[src/rtl/mci_pkg.sv]
// Shared MCI types: boot sequencer states, MCU reset reasons and the
// upstream MCU reset-request FSM states.
package mci_pkg;

  typedef enum logic [3:0] {
    BOOT_IDLE             = 4'd0,
    BOOT_OTP_FC           = 4'd1,
    BOOT_WAIT_CPTRA_GO    = 4'd2,
    BOOT_CPTRA            = 4'd3,
    BOOT_MCU              = 4'd4,
    BOOT_WAIT_MCU_RST_REQ = 4'd5,
    BOOT_HALT_MCU         = 4'd6,
    BOOT_WAIT_MCU_HALTED  = 4'd7,
    BOOT_RST_MCU          = 4'd8,
    BOOT_UNKNOWN          = 4'd15
  } mci_boot_fsm_state_e;

  typedef enum logic [1:0] {
    RST_REASON_NONE           = 2'd0,
    RST_REASON_FW_BOOT_UPD    = 2'd1,
    RST_REASON_FW_HITLESS_UPD = 2'd2
  } mci_rst_reason_e;

  typedef enum logic [2:0] {
    REQ_IDLE    = 3'd0,
    REQ_ASSERT  = 3'd1,
    REQ_HALTING = 3'd2,
    REQ_IN_RST  = 3'd3,
    REQ_DONE    = 3'd4
  } mci_rst_req_fsm_e;

  // The first reset after boot is a FW boot update; any later one is hitless.
  function automatic mci_rst_reason_e rst_reason_for(input logic mcu_reset_once);
    return mcu_reset_once ? RST_REASON_FW_HITLESS_UPD : RST_REASON_FW_BOOT_UPD;
  endfunction

endpackage

[src/rtl/mci_mcu_rst_req_ctrl.sv]
// Turns a software MCU-reset pulse into the level request seen by the boot
// sequencer and tracks it to release. Halt timeout built under MCI_RST_REQ_TIMEOUT_EN.
module mci_mcu_rst_req_ctrl
  import mci_pkg::*;
#(
  parameter int HALT_TIMEOUT_WIDTH = 16
) (
  input  logic                          clk,
  input  logic                          mci_rst_b,
  input  logic                          sw_rst_req_i,
  input  mci_boot_fsm_state_e           boot_fsm_i,
  input  logic                          mcu_reset_once_i,
  input  logic [HALT_TIMEOUT_WIDTH-1:0] halt_timeout_cfg_i,
  input  logic                          err_clr_i,
  output logic                          mcu_rst_req_o,
  output logic                          req_busy_o,
  output mci_rst_reason_e               rst_reason_o,
  output logic                          mcu_rst_done_o,
  output logic                          halt_timeout_err_o,
  output logic                          req_drop_err_o
);

  mci_rst_req_fsm_e state_q;

  logic active;
  logic accept;
  logic drop;
  logic abort;

  assign active = (state_q != REQ_IDLE);
  assign accept = !active && sw_rst_req_i;
  assign drop   = active && sw_rst_req_i;
  assign abort  = active && (boot_fsm_i == BOOT_IDLE);

  always_ff @(posedge clk or negedge mci_rst_b) begin
    if (!mci_rst_b) begin
      // NOTE: every register here is updated with <= so all of them sample the
      // same pre-edge values; mixing in = would make results order-dependent.
      state_q        <= REQ_IDLE;
      mcu_rst_req_o  <= 1'b0;
      req_busy_o     <= 1'b0;
      rst_reason_o   <= RST_REASON_NONE;
      mcu_rst_done_o <= 1'b0;
      req_drop_err_o <= 1'b0;
    end else begin
      mcu_rst_done_o <= 1'b0;

      // NOTE: the set term is tested first so a drop in the clearing cycle survives.
      if (drop) begin
        req_drop_err_o <= 1'b1;
      end else if (err_clr_i) begin
        req_drop_err_o <= 1'b0;
      end

      // A sequencer warm reset abandons the request without a done pulse.
      if (abort) begin
        state_q       <= REQ_IDLE;
        mcu_rst_req_o <= 1'b0;
        req_busy_o    <= 1'b0;
      end else begin
        case (state_q)
          REQ_IDLE: begin
            if (accept) begin
              state_q       <= REQ_ASSERT;
              mcu_rst_req_o <= 1'b1;
              req_busy_o    <= 1'b1;
              rst_reason_o  <= rst_reason_for(mcu_reset_once_i);
            end
          end
          REQ_ASSERT: begin
            if (boot_fsm_i == BOOT_HALT_MCU) begin
              state_q       <= REQ_HALTING;
              mcu_rst_req_o <= 1'b0;
            end
          end
          REQ_HALTING: begin
            if (boot_fsm_i == BOOT_RST_MCU) state_q <= REQ_IN_RST;
          end
          REQ_IN_RST: begin
            if (boot_fsm_i == BOOT_MCU) state_q <= REQ_DONE;
          end
          REQ_DONE: begin
            state_q        <= REQ_IDLE;
            req_busy_o     <= 1'b0;
            mcu_rst_done_o <= 1'b1;
          end
          default: begin
            state_q       <= REQ_IDLE;
            mcu_rst_req_o <= 1'b0;
            req_busy_o    <= 1'b0;
          end
        endcase
      end
    end
  end

`ifdef MCI_RST_REQ_TIMEOUT_EN
  logic [HALT_TIMEOUT_WIDTH-1:0] tmo_cnt_q;
  logic                          waiting;
  logic                          tmo_hit;

  assign waiting = (state_q == REQ_ASSERT) || (state_q == REQ_HALTING);
  assign tmo_hit = waiting && (halt_timeout_cfg_i != '0) && (tmo_cnt_q == halt_timeout_cfg_i);

  always_ff @(posedge clk or negedge mci_rst_b) begin
    if (!mci_rst_b) begin
      tmo_cnt_q          <= '0;
      halt_timeout_err_o <= 1'b0;
    end else begin
      if (accept) begin
        tmo_cnt_q <= '0;
      end else if (waiting && (tmo_cnt_q != '1)) begin
        tmo_cnt_q <= tmo_cnt_q + {{(HALT_TIMEOUT_WIDTH-1){1'b0}}, 1'b1};
      end

      if (tmo_hit) begin
        halt_timeout_err_o <= 1'b1;
      end else if (err_clr_i) begin
        halt_timeout_err_o <= 1'b0;
      end
    end
  end
`else
  logic unused_halt_timeout_cfg;
  assign unused_halt_timeout_cfg = ^halt_timeout_cfg_i;
  assign halt_timeout_err_o      = 1'b0;
`endif

endmodule

[config.mk]
export PLATFORM = sky130hd
export DESIGN_NAME = mci_mcu_rst_req_ctrl
export DESIGN_NICKNAME = d
export VERILOG_FILES = /design/src/rtl/mci_pkg.sv /design/src/rtl/mci_mcu_rst_req_ctrl.sv
export SDC_FILE = /design/constraint.sdc
export NUM_CORES = 1
export LEC_CHECK = 0
export ABC_AREA = 1
export BUFFER_PORTS_ARGS = -buffer_cell sky130_fd_sc_hd__buf_2
export CORE_MARGIN = 4
export CORE_UTILIZATION = 40
export DETAILED_ROUTE_END_ITERATION = 7
export HOLD_SLACK_MARGIN = 0.12
export PLACE_DENSITY_LB_ADDON = 0.2
export SLEW_MARGIN = 10
export SYNTH_ARGS = -nofsm -noshare
export SYNTH_HDL_FRONTEND = slang
export SYNTH_SLANG_ARGS = --single-unit
[constraint.sdc]
create_clock -name clk -period 1.45 [get_ports clk]
set_clock_uncertainty 0.1 [all_clocks]
set_input_delay 0.2175 -clock clk [delete_from_list [all_inputs] [get_ports clk]]
set_output_delay 0.2175 -clock clk [all_outputs]
set_load 0.01 [all_outputs]
==> flow_summary.ini, run 1 <==
[setup_path]
cp-start-kind = flip-flop
crit_path_end_kind = flip-flop
required_ns = 1.50
worstReg2RegStart = state_q[0]
r2r_end = state_q[1]
critPathMaxFanout = 5
ff2ff_setup_slack_ns = 0.17
cp_data_arrival_time_ns = 1.32
critPathKind = flip-flop to flip-flop
setup.worst_path.start = state_q[0]
reg2reg_depth = 6

[die]
coreArea_sq_um = 1170
initial_core_util_pct = 45.3
std_cell_rows = 12
ios = 32
fp.dieW_um = 44.4
die-area_sq_um = 1970
die_h_um = 44.4

[sta]
slew_violations = 0
min_period_ns = 1.28
setup_viol = 0
finalCritPeriodShare_pct = 88.2
max_freq_mhz = 782
grt_setup_unrepaired = no
fin_tns_setup_ns = 0
hold_viol_final = 0

[grt]
grt_antenna_before_repair = 0
grt_pass1_vias = 443
track_usage_pct = 13.0
grt_overflow = 0
grt_first_pass_wirelength_mm = 1.88
grt_max_degree = 10

[power]
ir_drop_mv = 0.966
power_density_nw_per_um2 = 1980
leakagePower_nw = 0.371

[synthesis]
syn_inst = 73
synth_nets = 98
seq_area_frac_synth_pct = 42.5
synth_seq_cells = 9
yosysWarningCount = 0
avgSynthCellArea_sq_um = 7.27
syn_area_sq_um = 531
ys_types = 17

[placed_design]
dpl_cell_area_sq_um = 611
port_buffers = 14
dp_cells = 100
place.gp.congestion = 0.788
dp_hpwl_um = 870

[drt]
wl_per_cell_um = 10.0
drtAntennaViolNets = 0
wl_mm = 1.07
vias = 482
drtPass1Iterations = 4
drt_iter0_markers = 11
viasPerCell = 4.50
drcViolationCount = 0

[clock_network]
cts.hold.buffers_added = 3
clk_pin_slew_ns = 0.07
clk_path_buf_depth = 2
clkLatencyLatePin_ns = 0.26
cts_tree = done
cts-resized-gates = 0
numCtsBuffers = 3
cts-root-buf = clkbuf_4
cts_sinks = 9
htree_levels = 1
cts_setup_buffers = 0

[outcome]
status = finished clean

[min_path]
min-delay-start = sw_rst_req_i
hold_path_end = req_drop_err_o
hp-class = input pin to flip-flop
min_path_cells = 3

[cells_and_area]
n_antenna_cell = 0
drive_above_1_share_pct = 33.3
instances_no_fill = 107
nNetsFinal = 119
final_common_cell = nand2_1
syn_to_final_growth_pct = 25.7
most-common-layout-cells = 22 x nand2_1, 14 x buf_2, 10 x inv_1
final_cell_area_sq_um = 667

[run]
drv_cap = 0
report_power, final:
part | internal, mW | total, mW | switching [mW]
registers | 0.363 | 0.446 | 0.0831
logic | 0.263 | 0.682 | 0.419
clock network | 0.106 | 0.195 | 0.0894
total | 0.732 | 1.32 | 0.591
stage by stage:
step                      power (mW)  setup WS, ns  hold WS, ns  util [%]
after floorplan                0.953         0.282       -0.178         -
after detailed placement        1.13         0.182      -0.0152      52.1
final                           1.32         0.171        0.192      56.9
after global placement          1.12         0.182      -0.0150      52.1
after CTS                       1.34         0.170        0.189      56.9
after global routing            1.47        0.0597        0.245      56.9
area by class of cell:
type | count | area, sq um
Multi-Input combinational cell | 51 | 253
Timing Repair Buffer | 17 | 100
Tap cell | 14 | 17.5
Sequential cell | 9 | 225
Inverter | 12 | 45.0
Clock buffer | 4 | 26.3
Fill cell | 121 | 504
kinds of logic after synthesis:
group,share of synthesized area (%)
other cells,0.707
buf+inv,9.91
simple gates,38.4
compound gates,8.49
flops,42.5
sequential cells by signal (all words and copies together), names as in the netlist:
signal / cells
state_q: 3
mcu_rst_done_o: 1
req_drop_err_o: 1
req_busy_o: 1
rst_reason_o: 2
mcu_rst_req_o: 1
how the worst max path moves through the flow:
stage,slack (ns),cells after the start,end
6_report,0.17,6,state_q[1]
5_1_grt,0.06,6,state_q[1]
4_1_cts,0.17,6,state_q[1]
3_5_place_dp,0.18,6,state_q[1]
3_3_place_gp,0.18,6,state_q[1]
2_1_floorplan,0.28,6,state_q[1]
per-layer routing:
layer | wire (um) | GRT usage [%] | vias up
li1 | - | - | 258
met1 | 537 | 18.3 | 213
met2 | 486 | 19.2 | 11
met3 | 49 | 3.66 | 0
met4 | 0 | 3.61 | 0
met5 | 0 | 0 | -
synth_stat cells:
master / number / share of area [%]
o21ai_0: 2 / 1.9
nor2_1: 6 / 4.2
dfrtp_1: 9 / 42
nand2_2: 5 / 5.9
o22ai_1: 2 / 2.4
buf_4: 1 / 1.4
o21a_1: 1 / 1.4
inv_2: 2 / 1.4
o21ai_1: 1 / 0.94
nor2_2: 4 / 4.7
nand3_2: 1 / 1.9
conb_1: 1 / 0.71
nand3_1: 2 / 1.9
nand2_1: 22 / 16
inv_1: 10 / 7.1
nor2_4: 2 / 4.2
a21oi_1: 2 / 1.9
worst max-delay path: stages, from the launching register on:
cell and delay, ns:
dfrtp_1 0.43, nor2_2 0.19, nand2_2 0.11, inv_2 0.11, nor2_4 0.05, a21oi_1 0.12, o21ai_1 0.07
No activity file was read; power rests on OpenSTA's default activity.
==> inputs of run 2 (changes only) <==
--- a/config.mk
+++ b/config.mk
@@ -7,9 +7,9 @@
 export LEC_CHECK = 0
 export ABC_AREA = 1
 export BUFFER_PORTS_ARGS = -buffer_cell sky130_fd_sc_hd__buf_2
-export CORE_MARGIN = 4
-export CORE_UTILIZATION = 40
+export CORE_AREA = 4 4 41 43
 export DETAILED_ROUTE_END_ITERATION = 7
+export DIE_AREA = 0 0 45 47
 export HOLD_SLACK_MARGIN = 0.12
 export PLACE_DENSITY_LB_ADDON = 0.2
 export SLEW_MARGIN = 10
==> constraint.sdc (replaced) <==
create_clock -name clk -period 1.6 [get_ports clk]
set_clock_uncertainty 0.1 [all_clocks]
set_input_delay 0.24 -clock clk [delete_from_list [all_inputs] [get_ports clk]]
set_output_delay 0.24 -clock clk [all_outputs]
set_load 0.01 [all_outputs]
==> run 2 against run 1 <==
  * Clock power down 13%
  * Flip-flop and latch count is the same
  * Fmax fell by 1.0%
  * Largest power group unchanged
==> flow_summary.ini, run 2 (same netlist as run 1, synthesis figures left out) <==
[outcome]
status = finished clean

[power]
leakagePower_nw = 0.371
ir_drop_mv = 0.835
power_density_nw_per_um2 = 1780
total_power_mw = 1.19

[cells_and_area]
final_common_cell = nand2_1
multiInputGateArea_sq_um = 253
most-common-layout-cells = 22 x nand2_1, 14 x buf_2, 10 x inv_1
regArea_sq_um = 225
largest_register_ff_count = 3
top_regs = state_q (3), rst_reason_o (2)
n_antenna_cell = 0
nNetsFinal = 119
fillerInstances = 146
instances_no_fill = 108
syn_to_final_growth_pct = 25.9
top_register = state_q
final_cell_area_sq_um = 668
final_core_util_pct = 51.3
drive_above_1_share_pct = 33.3

[placed_design]
dp_hpwl_um = 845
place.gp.congestion = 0.828
port_buffers = 14
dpl_cell_area_sq_um = 612
dp_cells = 101

[sta]
finalCritPeriodShare_pct = 80.7
hold_viol_final = 0
fin_tns_setup_ns = 0
slew_violations = 0
grt_setup_unrepaired = no
max_freq_mhz = 774
setup_viol = 0
min_period_ns = 1.29

[grt]
grt_pass1_vias = 497
grt_max_degree = 10
track_usage_pct = 12.9
grt_antenna_before_repair = 0
grt_overflow = 0
grt_first_pass_wirelength_mm = 1.93

[setup_path]
critPathMaxFanout = 5
ff2ff_setup_slack_ns = 0.31
worstReg2RegStart = state_q[2]
critPathKind = flip-flop to flip-flop
cp-start-kind = flip-flop
crit_path_end_kind = flip-flop
r2r_end = state_q[0]
cp_data_arrival_time_ns = 1.34
reg2reg_depth = 8
required_ns = 1.65

[clock_network]
clk_path_buf_depth = 2
cts_tree = done
clk_pin_slew_ns = 0.06
numCtsBuffers = 3
clkLatencyLatePin_ns = 0.26
cts-resized-gates = 0
htree_levels = 1
cts-root-buf = clkbuf_4
cts_sinks = 9

[die]
die-area_sq_um = 2120
std_cell_rows = 13
fp.dieW_um = 45
initial_core_util_pct = 40.8
die_h_um = 47
ios = 32
coreArea_sq_um = 1300

[min_path]
hold_path_end = req_drop_err_o
hp-class = input pin to flip-flop
min_path_cells = 3
min-delay-start = sw_rst_req_i

[drt]
viasPerCell = 4.51
wl_met3_um = 77
route.met2.wl_um = 536
routed.top_layer = met4
vias = 487
drtAntennaViolNets = 0
drtPass1Iterations = 3
wl_per_cell_um = 9.90
drcViolationCount = 0
drt-met1-wl_um = 444
drt_iter0_markers = 2
wl_mm = 1.07

[run]
drv_cap = 0
-- run 2: cell counts in the layout (fill, tap and decap cells not counted) --
Identical to the previous run, type by type.
-- run 2: how the worst max path moves through the flow --
stage	start	to	slack, ns
floorplan	state_q[0]	state_q[1]	0.43
global placement	state_q[0]	state_q[1]	0.33
detailed placement	state_q[0]	state_q[1]	0.33
CTS	state_q[2]	state_q[0]	0.30
global route	state_q[2]	state_q[0]	0.20
finish	state_q[2]	state_q[0]	0.31
-- run 2: repair_timing --
| action | 4_1_cts | 5_1_grt |
|---|---|---|
| hold buffers | 3 | 0 |
| hold endpoints to repair | 11 | 0 |
| setup endpoints to repair | 0 | 0 |
| setup buffers | 0 | 0 |
-- run 2: layout make-up --
class	count	area share, %
flip-flops and latches	9	33.7
clock buffers	4	3.93
multi-input cells	51	37.8
well taps	15	2.81
inverters	12	6.74
repair buffers	17	15.0
-- run 2: report_power, final --
group	internal, mW	total, mW	switching (mW)
logic	0.239	0.617	0.378
clock network	0.0957	0.169	0.0729
registers	0.329	0.407	0.0776
-- run 2: critical path: stages, from the launching register on --
cell and delay [ns]:
dfrtp_1 0.44, inv_2 0.12, nand2_2 0.07, nor2_1 0.13
nand2_1 0.06, nand2_1 0.05, inv_1 0.06, nand3_1 0.09
nand2_1 0.06
-- run 2: through the flow --
stage,worst slack [ns],hold WS [ns]
after detailed placement,0.326,-0.000152
after global routing,0.203,0.246
after CTS,0.303,0.204
after global placement,0.332,0.000960
after floorplan,0.432,-0.156
final,0.308,0.207
-- run 2: per-layer routing --
metal,GRT usage (%),up-vias
met5,0,-
met3,5.75,2
li1,-,261
met1,13.8,212
met4,5.26,0
met2,22.3,12
